[src/rtl/mem_arbiter.sv]
// Arbiter that shares one main-memory block port between the I-cache (refill reads)
// and the D-cache (refill reads and write-backs), D-cache first with a starvation guard.
module mem_arbiter #(
   parameter int ADDR_W       = 28,
   parameter int DATA_W       = 128,
   parameter int STARVE_LIMIT = 2
) (
   input  logic              CLK,
   input  logic              RESET,
   input  logic              IC_READ,
   input  logic [ADDR_W-1:0] IC_ADDR,
   output logic [DATA_W-1:0] IC_READDATA,
   output logic              IC_BUSYWAIT,
   input  logic              DC_READ,
   input  logic              DC_WRITE,
   input  logic [ADDR_W-1:0] DC_ADDR,
   input  logic [DATA_W-1:0] DC_WRITEDATA,
   output logic [DATA_W-1:0] DC_READDATA,
   output logic              DC_BUSYWAIT,
   output logic              MEM_READ,
   output logic              MEM_WRITE,
   output logic [ADDR_W-1:0] MEM_ADDR,
   output logic [DATA_W-1:0] MEM_WRITEDATA,
   input  logic [DATA_W-1:0] MEM_READDATA,
   input  logic              MEM_BUSYWAIT,
   output logic [1:0]        GRANT
);

   // state  | meaning
   // IDLE   | no owner, arbitrate pending requests at the edge
   // BUSY_I | I-cache read issued, waiting for memory
   // BUSY_D | D-cache read/write issued, waiting for memory
   // RESP_I | one-cycle I-cache response, busywait released
   // RESP_D | one-cycle D-cache response, busywait released
   typedef enum logic [2:0] {IDLE, BUSY_I, BUSY_D, RESP_I, RESP_D} state_t;

   localparam int STREAK_W = (STARVE_LIMIT < 2) ? 1 : $clog2(STARVE_LIMIT + 1);
   localparam logic [STREAK_W-1:0] STREAK_MAX = STREAK_W'(STARVE_LIMIT);

   state_t              state_q, state_d;
   logic                mem_read_q, mem_read_d;
   logic                mem_write_q, mem_write_d;
   logic [ADDR_W-1:0]   mem_addr_q, mem_addr_d;
   logic [DATA_W-1:0]   mem_wdata_q, mem_wdata_d;
   logic [DATA_W-1:0]   ic_rdata_q, ic_rdata_d;
   logic [DATA_W-1:0]   dc_rdata_q, dc_rdata_d;
   logic [STREAK_W-1:0] streak_q, streak_d;

   logic dc_req;
   logic dc_wins;

   assign dc_req  = DC_READ || DC_WRITE;
   // D-cache loses only when the I-cache has already waited through the full streak
   assign dc_wins = dc_req && !(IC_READ && (streak_q == STREAK_MAX));

   always_ff @(posedge CLK) begin
      if (RESET) begin
         state_q     <= IDLE;
         mem_read_q  <= 1'b0;
         mem_write_q <= 1'b0;
         mem_addr_q  <= '0;
         mem_wdata_q <= '0;
         ic_rdata_q  <= '0;
         dc_rdata_q  <= '0;
         streak_q    <= '0;
      end else begin
         state_q     <= state_d;
         mem_read_q  <= mem_read_d;
         mem_write_q <= mem_write_d;
         mem_addr_q  <= mem_addr_d;
         mem_wdata_q <= mem_wdata_d;
         ic_rdata_q  <= ic_rdata_d;
         dc_rdata_q  <= dc_rdata_d;
         streak_q    <= streak_d;
      end
   end

   always_comb begin
      state_d     = state_q;
      mem_read_d  = mem_read_q;
      mem_write_d = mem_write_q;
      mem_addr_d  = mem_addr_q;
      mem_wdata_d = mem_wdata_q;
      ic_rdata_d  = ic_rdata_q;
      dc_rdata_d  = dc_rdata_q;
      streak_d    = streak_q;
      case (state_q)
         IDLE: begin
            if (dc_wins) begin
               state_d    = BUSY_D;
               mem_addr_d = DC_ADDR;
               // a simultaneous read and write is served as the write-back
               if (DC_WRITE) begin
                  mem_write_d = 1'b1;
                  mem_wdata_d = DC_WRITEDATA;
               end else begin
                  mem_read_d = 1'b1;
               end
               if (!IC_READ)
                  streak_d = '0;
               else if (streak_q != STREAK_MAX)
                  streak_d = streak_q + STREAK_W'(1);
            end else if (IC_READ) begin
               state_d    = BUSY_I;
               mem_addr_d = IC_ADDR;
               mem_read_d = 1'b1;
               streak_d   = '0;
            end
         end
         BUSY_I: begin
            if (!MEM_BUSYWAIT) begin
               state_d    = RESP_I;
               mem_read_d = 1'b0;
               ic_rdata_d = MEM_READDATA;
            end
         end
         BUSY_D: begin
            if (!MEM_BUSYWAIT) begin
               state_d     = RESP_D;
               mem_read_d  = 1'b0;
               mem_write_d = 1'b0;
               if (mem_read_q)
                  dc_rdata_d = MEM_READDATA;
            end
         end
         RESP_I:  state_d = IDLE;
         RESP_D:  state_d = IDLE;
         default: state_d = IDLE;
      endcase
   end

   always_comb begin
      IC_BUSYWAIT = IC_READ && (state_q != RESP_I);
      DC_BUSYWAIT = dc_req && (state_q != RESP_D);
      case (state_q)
         BUSY_I, RESP_I: GRANT = 2'b01;
         BUSY_D, RESP_D: GRANT = 2'b10;
         default:        GRANT = 2'b00;
      endcase
   end

   assign MEM_READ      = mem_read_q;
   assign MEM_WRITE     = mem_write_q;
   assign MEM_ADDR      = mem_addr_q;
   assign MEM_WRITEDATA = mem_wdata_q;
   assign IC_READDATA   = ic_rdata_q;
   assign DC_READDATA   = dc_rdata_q;

endmodule
[config.mk]
export PLATFORM = sky130hd
export DESIGN_NAME = mem_arbiter
export DESIGN_NICKNAME = d
export VERILOG_FILES = /design/src/rtl/mem_arbiter.sv
export SDC_FILE = /design/constraint.sdc
export NUM_CORES = 1
export LEC_CHECK = 0
export CAP_MARGIN = 15
export CORE_AREA = 5 5 283 285
export CTS_CLUSTER_SIZE = 16
export DETAILED_ROUTE_END_ITERATION = 10
export DIE_AREA = 0 0 288 290
export MAX_ROUTING_LAYER = met4
export REMOVE_ABC_BUFFERS = 1
export SLEW_MARGIN = 40
export SYNTH_ARGS = -nofsm -noshare
export SYNTH_HDL_FRONTEND = slang
export SYNTH_SLANG_ARGS = --single-unit
[constraint.sdc]
create_clock -name CLK -period 2.9 [get_ports CLK]
set_input_delay 0.29 -clock CLK [delete_from_list [all_inputs] [get_ports CLK]]
set_output_delay 0.29 -clock CLK [all_outputs]
set_load 0.01 [all_outputs]
==> results of run 1 <==
-- metal layers --
| layer | up-vias | global-route usage, % |
|---|---|---|
| li1 | 8001 | - |
| met5 | - | - |
| met2 | 564 | 26.9 |
| met1 | 7830 | 19.9 |
| met3 | 107 | 3.89 |
| met4 | 0 | 4.73 |
-- cell type report --
class	instances	area [um2]
Multi-Input combinational cell	1302	6390
Fill cell	8133	51300
Clock buffer	76	1460
Sequential cell	419	8390
Inverter	5	20.0
Tap cell	1040	1300
Antenna cell	4	10.0
Timing Repair Buffer	794	8070
Clock inverter	12	149
-- placed cells by master (no fill, tap or decap), drive strengths merged --
cell type,count
or4b,2
a311oi,28
a2111oi,2
a21oi,416
nor4b,2
xnor2,2
or4,1
clkdlybuf4s50,734
a21bo,1
dfxtp,419
buf,60
nand3,256
clkinv,7
nor2,6
nor3,5
nand4,1
inv,7
a21boi,1
bufinv,2
ha,1
o21ai,259
or3,2
a31oi,2
o2bb2ai,1
clkbuf,76
clkinvlp,1
diode,4
a2bb2oi,1
nand2,312
mux2,1
-- worst max path at each step --
| stage | from | endpoint | cells past startpoint |
|---|---|---|---|
| 2_1_floorplan | state_q[0] | IC_READDATA[0] | 3 |
| 3_3_place_gp | MEM_BUSYWAIT | DC_READDATA[85] | 5 |
| 3_5_place_dp | MEM_BUSYWAIT | DC_READDATA[105] | 5 |
| 4_1_cts | state_q[2] | GRANT[1] | 3 |
| 5_1_grt | state_q[2] | GRANT[1] | 3 |
| 6_report | state_q[2] | GRANT[1] | 3 |
-- registers in the layout, summed over array words and instances (netlist names) --
signal         count
MEM_READ           1
MEM_WRITEDATA    128
MEM_ADDR          28
state_q            3
MEM_WRITE          1
IC_READDATA      128
DC_READDATA      128
streak_q           2
-- power by group through the flow --
stage	clock (mW)	sequential [mW]	combinational [mW]
final	6.22	6.14	2.36
after global routing	6.68	6.16	2.53
after CTS	6.42	6.13	2.38
after detailed placement	0	6.26	2.37
after global placement	0	6.25	2.36
after floorplan	0	6.39	0.643
-- logic make-up after synthesis --
family / Yosys count
AND/OR/NAND/NOR: 587
XOR/XNOR: 2
flip-flops: 419
adder cells (fa/ha/maj): 1
AO/OA/AOI/OAI: 711
multiplexers: 1
buffers and inverters: 211
-- worst max-delay path, cell delays in order (launching register included) --
cell             delay (ns)
dfxtp_1                0.69
xnor2_1                0.15
nor2_1                 0.14
clkdlybuf4s50_1        0.59
==> impl_metrics.py, run 1 <==
metrics = {
    "outcome": {
        "status": "finished, final reports clean",
    },
    "grt": {
        "antenna_found_initial": 4,
        "overflow": 0,
        "grt_max_degree": 114,
        "grt_pass1_wl_mm": 105,
        "track_usage_pct": 16.3,
        "grt_pass1_vias": 15800,
    },
    "yosys": {
        "avgSynthCellArea_um2": 8.06,
        "synth_seq_area_share_pct": 53.9,
        "synth_fa_ha_area_share_pct": 0.0804,
        "synth_ff_type": "dfxtp_1",
        "ys_ff_latch": 419,
        "synth_top_family_by_area": "compound AO/OA/AOI/OAI gates",
        "synth_xor_area_share_pct": 0.113,
        "synth_area_leader_cell": "dfxtp_1",
        "yosys-top-cells-area": "dfxtp_1 54%, a21oi_1 13%, o21ai_0 8.3%, nand3_1 8.2%, nand2_1 7.5%",
        "postSynthCellCount": 1932,
        "synthTopCellsByCount": "419 x dfxtp_1, 416 x a21oi_1, 312 x nand2_1",
        "synthMuxAreaShare_pct": 0.0723,
        "yosysTopAreaCellShare_pct": 53.9,
        "synth-edff-count": 0,
        "synth-async-reset-ratio_pct": 0,
        "synth-simple-area-share_pct": 16.6,
        "synth_compound_area_share_pct": 23.7,
        "synth.most_common_cell": "dfxtp_1",
        "synth_cell_type_count": 32,
        "synth_area_um2": 15600,
        "yosysWarnings": 0,
    },
    "hold_path": {
        "hp-class": "input pin to flip-flop",
        "holdPathEnd": "IC_READDATA[118]",
        "min_from": "RESET",
        "hold_depth": 2,
    },
    "sta": {
        "rsz0062_at_grt": "no",
        "fin_worst_hold_slack_ns": 0.173,
        "finClkSkew_ns": 0.0109,
        "final_hold_viol_count": 0,
        "fin_tns_setup_ns": 0,
        "fin_crit_ns": 2.43,
        "max_freq_mhz": 411,
        "drv_slew": 0,
        "setup-violations-final": 0,
        "relSlewSlack_pct": 54.1,
        "setup_ws_ns": 0.468,
        "fin_crit_sh_pct": 83.9,
        "worst_pin_slew_ns": 0.688,
    },
    "pwr": {
        "p_int_mw": 10.7,
        "ir_worst_vdd_mv": 0.434,
        "p_sw_mw": 3.96,
        "power.total_mw": 14.7,
        "p_per_area_nw_per_um2": 571,
        "swShare_pct": 26.9,
        "p_seq_share_pct": 41.7,
        "p_leak_nw": 8.49,
        "combPwrFrac_pct": 16.0,
        "clkPwrFrac_pct": 42.3,
    },
    "cts": {
        "cts_setup_buffers": 0,
        "clockBufferDepth": 3,
        "cts_made_buffers": 48,
        "htree_num_levels": 2,
        "cts_num_sinks": 419,
        "cts-root-buf": "clkbuf_16",
        "cts_resized": 0,
        "cts_tree": "built",
        "cts.hold.buffers_added": 0,
        "clk_pin_slew_ns": 0.06,
        "clk_latency_ns": 0.58,
    },
    "drt": {
        "viasPerCell": 4.52,
        "drt_iter0_drc": 1036,
        "vias": 16500,
        "wl_met3_mm": 5.07,
        "wl_met1_mm": 28.9,
        "antenna_left": 0,
        "first_pass_iters": 5,
        "drc": 0,
        "routed-wl-met2_mm": 34.8,
        "drt_wl_total_mm": 70.7,
        "top_layer": "met4",
        "wl_per_cell_um": 19.4,
    },
    "floorplan": {
        "placementRows": 102,
        "die_w_um": 288,
        "ioPinCount": 736,
        "die_y_um": 290,
        "die_area_um2": 83500,
        "start_util_pct": 20.2,
        "coreArea_um2": 77100,
    },
    "finish": {
        "drive_above_1_share_pct": 5.75,
        "final_nets": 2889,
        "utilization_pct": 33.5,
        "layout.cells.non_filler": 3652,
        "area_growth_pct": 65.7,
        "final_cell_area_um2": 25800,
    },
    "critical_path": {
        "arrival_ns": 2.14,
        "path_max_fanout": 13,
        "r2r_slack_ns": 0.65,
        "crit_type": "flip-flop to output port",
        "cp-start-kind": "flip-flop",
        "reg2reg_to": "DC_READDATA[93]",
        "reg2reg_from": "state_q[1]",
        "required_ns": 2.61,
        "end_kind": "output port",
        "worstRegToRegCells": 4,
    },
    "placed_design": {
        "dp.cells": 3560,
        "place_congestion": 0.841,
        "hpwlAfterDp_mm": 50.4,
        "io_buffers": 735,
        "place_ws_ns": 0.472,
        "postPlaceCellArea_um2": 24200,
    },
    "job": {
        "max-cap-violations": 0,
    },
}
Note: power is estimated with default switching activity, not from simulation.
==> inputs of run 2 (changes only) <==
CORE_AREA = 5 5 282 284   (was 5 5 283 285)
DIE_AREA = 0 0 287 289   (was 0 0 288 290)
clock period = 2 ns   (was 2.9 ns; I/O delays follow)
==> run 2 against run 1 <==
Compared with the run above: non-clock buffer count grew 41; register-to-register slack got worse by 0.39 ns; final cell count rose by 1.2%; critical endpoint is now DC_BUSYWAIT; utilization increased by 0.66 points; sequential power increased by 45%; worst hold slack worse by 0.12 ns; clock-buffer cell count decreased by 11; critical path type unchanged; largest cell class is now non-clock buffers.
==> impl_metrics.py, run 2 (synthesis gave the netlist of run 1 again) <==
metrics = {
    "outcome": {
        "status": "finished, final reports clean",
    },
    "pwr": {
        "p_leak_nw": 8.72,
        "power.total_mw": 21.3,
        "ir_worst_vdd_mv": 0.563,
        "combPwrFrac_pct": 17.0,
        "p_int_mw": 15.5,
        "swShare_pct": 27.3,
        "p_per_area_nw_per_um2": 813,
        "p_seq_share_pct": 41.8,
        "clkPwrFrac_pct": 41.2,
        "p_sw_mw": 5.82,
    },
    "sta": {
        "setup-violations-final": 0,
        "finClkSkew_ns": 0.0303,
        "relSlewSlack_pct": 60.6,
        "worst_pin_slew_ns": 0.590,
        "rsz0062_at_grt": "no",
        "fin_crit_ns": 1.88,
        "drv_slew": 0,
        "final_hold_viol_count": 0,
        "fin_tns_setup_ns": 0,
        "setup_ws_ns": 0.122,
        "max_freq_mhz": 533,
        "fin_crit_sh_pct": 93.9,
    },
    "critical_path": {
        "end_kind": "output port",
        "arrival_ns": 1.68,
        "required_ns": 1.80,
        "path_max_fanout": 9,
        "slowest_stage": "dfxtp_4",
        "crit_type": "flip-flop to output port",
        "path_cells": "buf_4, a21oi_1, dlygate4sd2_1",
        "cp-start-kind": "flip-flop",
        "slowest_delay_ns": 0.40,
        "path_buf_inv": 2,
        "cp_top_family": "buffers and inverters",
    },
    "job": {
        "max-cap-violations": 0,
    },
    "finish": {
        "layout.cells.non_filler": 3696,
        "drive_above_1_share_pct": 7.51,
        "mostFrequentLayoutCells": "730 x clkdlybuf4s50_1, 416 x a21oi_1, 415 x dfxtp_1, 312 x nand2_1, 258 x o21ai_0",
        "area_growth_pct": 68.4,
        "fillers": 8048,
        "final_common_cell": "clkdlybuf4s50_1",
        "final_nets": 2929,
    },
    "placed_design": {
        "place_ws_ns": 0.0673,
        "place_congestion": 0.856,
        "dp.cells": 3601,
        "hpwlAfterDp_mm": 52.7,
        "io_buffers": 735,
    },
    "cts": {
        "cts_num_sinks": 419,
        "cts-root-buf": "clkbuf_16",
        "cts_setup_buffers": 0,
        "htree_num_levels": 2,
        "clockBufferDepth": 3,
        "clk_pin_slew_ns": 0.06,
        "clk_latency_ns": 0.58,
        "cts_tree": "built",
        "cts_made_buffers": 47,
    },
    "grt": {
        "grtUsageMet3_pct": 3.30,
        "top_usage_layer": "met2",
        "antenna_found_initial": 3,
        "overflow": 0,
        "grt_pass1_vias": 15800,
        "grt_max_degree": 66,
        "use_met2_pct": 27.6,
        "track_usage_pct": 16.3,
        "grt_pass1_wl_mm": 103,
        "use_met1_pct": 19.9,
    },
    "floorplan": {
        "die_y_um": 289,
        "start_util_pct": 20.3,
        "ioPinCount": 736,
        "die_area_um2": 82900,
        "placementRows": 102,
        "die_w_um": 287,
        "coreArea_um2": 76800,
    },
    "drt": {
        "first_pass_iters": 5,
        "antenna_left": 0,
        "vias": 16600,
        "wl_per_cell_um": 19.3,
        "drt_wl_total_mm": 71.3,
        "viasPerCell": 4.50,
        "drt_iter0_drc": 1042,
        "drc": 0,
    },
    "hold_path": {
        "hp-class": "input pin to flip-flop",
    },
}
run 2: worst paths after layout:
kind                    from              end  slack, ns  depth (start not counted)
max               state_q[2]      DC_BUSYWAIT       0.12                          3
min                    RESET   IC_READDATA[1]       0.06                          2
max reg2reg       state_q[1]  IC_READDATA[26]       0.26                          5
min reg2reg  IC_READDATA[86]  IC_READDATA[86]       0.45                          2
run 2: worst reg2reg max path: cells and delay by family, from the launching register on:
| kind | cells | cell delay (ns) |
|---|---|---|
| compound gates | 1 | 0.07 |
| simple gates | 2 | 0.73 |
| buf+inv | 2 | 0.44 |
| flops | 1 | 0.39 |
run 2: what timing repair did:
action	4_1_cts	5_1_grt
gates resized for setup	11	0
hold buffers	0	0
endpoints found under the setup margin	4	0
run 2: layout make-up:
class / instances / area [um2] / share of cell area [%]
diodes: 7 / 17.5 / 0.0668
clock buffers: 65 / 1340 / 5.13
clock inverters: 23 / 229 / 0.874
inverters: 5 / 20.0 / 0.0764
multi-input cells: 1302 / 6380 / 24.4
flip-flops and latches: 419 / 8400 / 32.1
well taps: 1040 / 1300 / 4.97
repair buffers: 835 / 8510 / 32.5
run 2: power by group through the flow:
stage | combinational (mW) | sequential [mW] | clock (mW)
floorplan | 0.932 | 9.26 | 0
finish | 3.61 | 8.91 | 8.77
global route | 3.85 | 8.95 | 9.38
global placement | 3.62 | 9.08 | 0
detailed placement | 3.62 | 9.09 | 0
CTS | 3.63 | 8.91 | 9.03
run 2: metrics by stage:
stage	utilization [%]	area, um2	hold WS [ns]
after floorplan	-	14700	0.269
after global placement	32.0	24600	0.441
after detailed placement	32.0	24600	0.446
after CTS	34.1	26200	0.0393
after global routing	34.1	26200	0.0580
final	34.1	26200	0.0565
run 2: layer usage:
metal	part of all wire (%)	vias up
met5	0	-
met1	41	7954
met4	2.1	0
li1	-	8098
met3	6.0	75
met2	51	521
==> inputs of run 3 (changes only) <==
CAP_MARGIN = 20   (was 15)
SLEW_MARGIN = 20   (was 40)
==> results of run 3 <==
Final layout, timing and power as in run 2 (identical DEF).
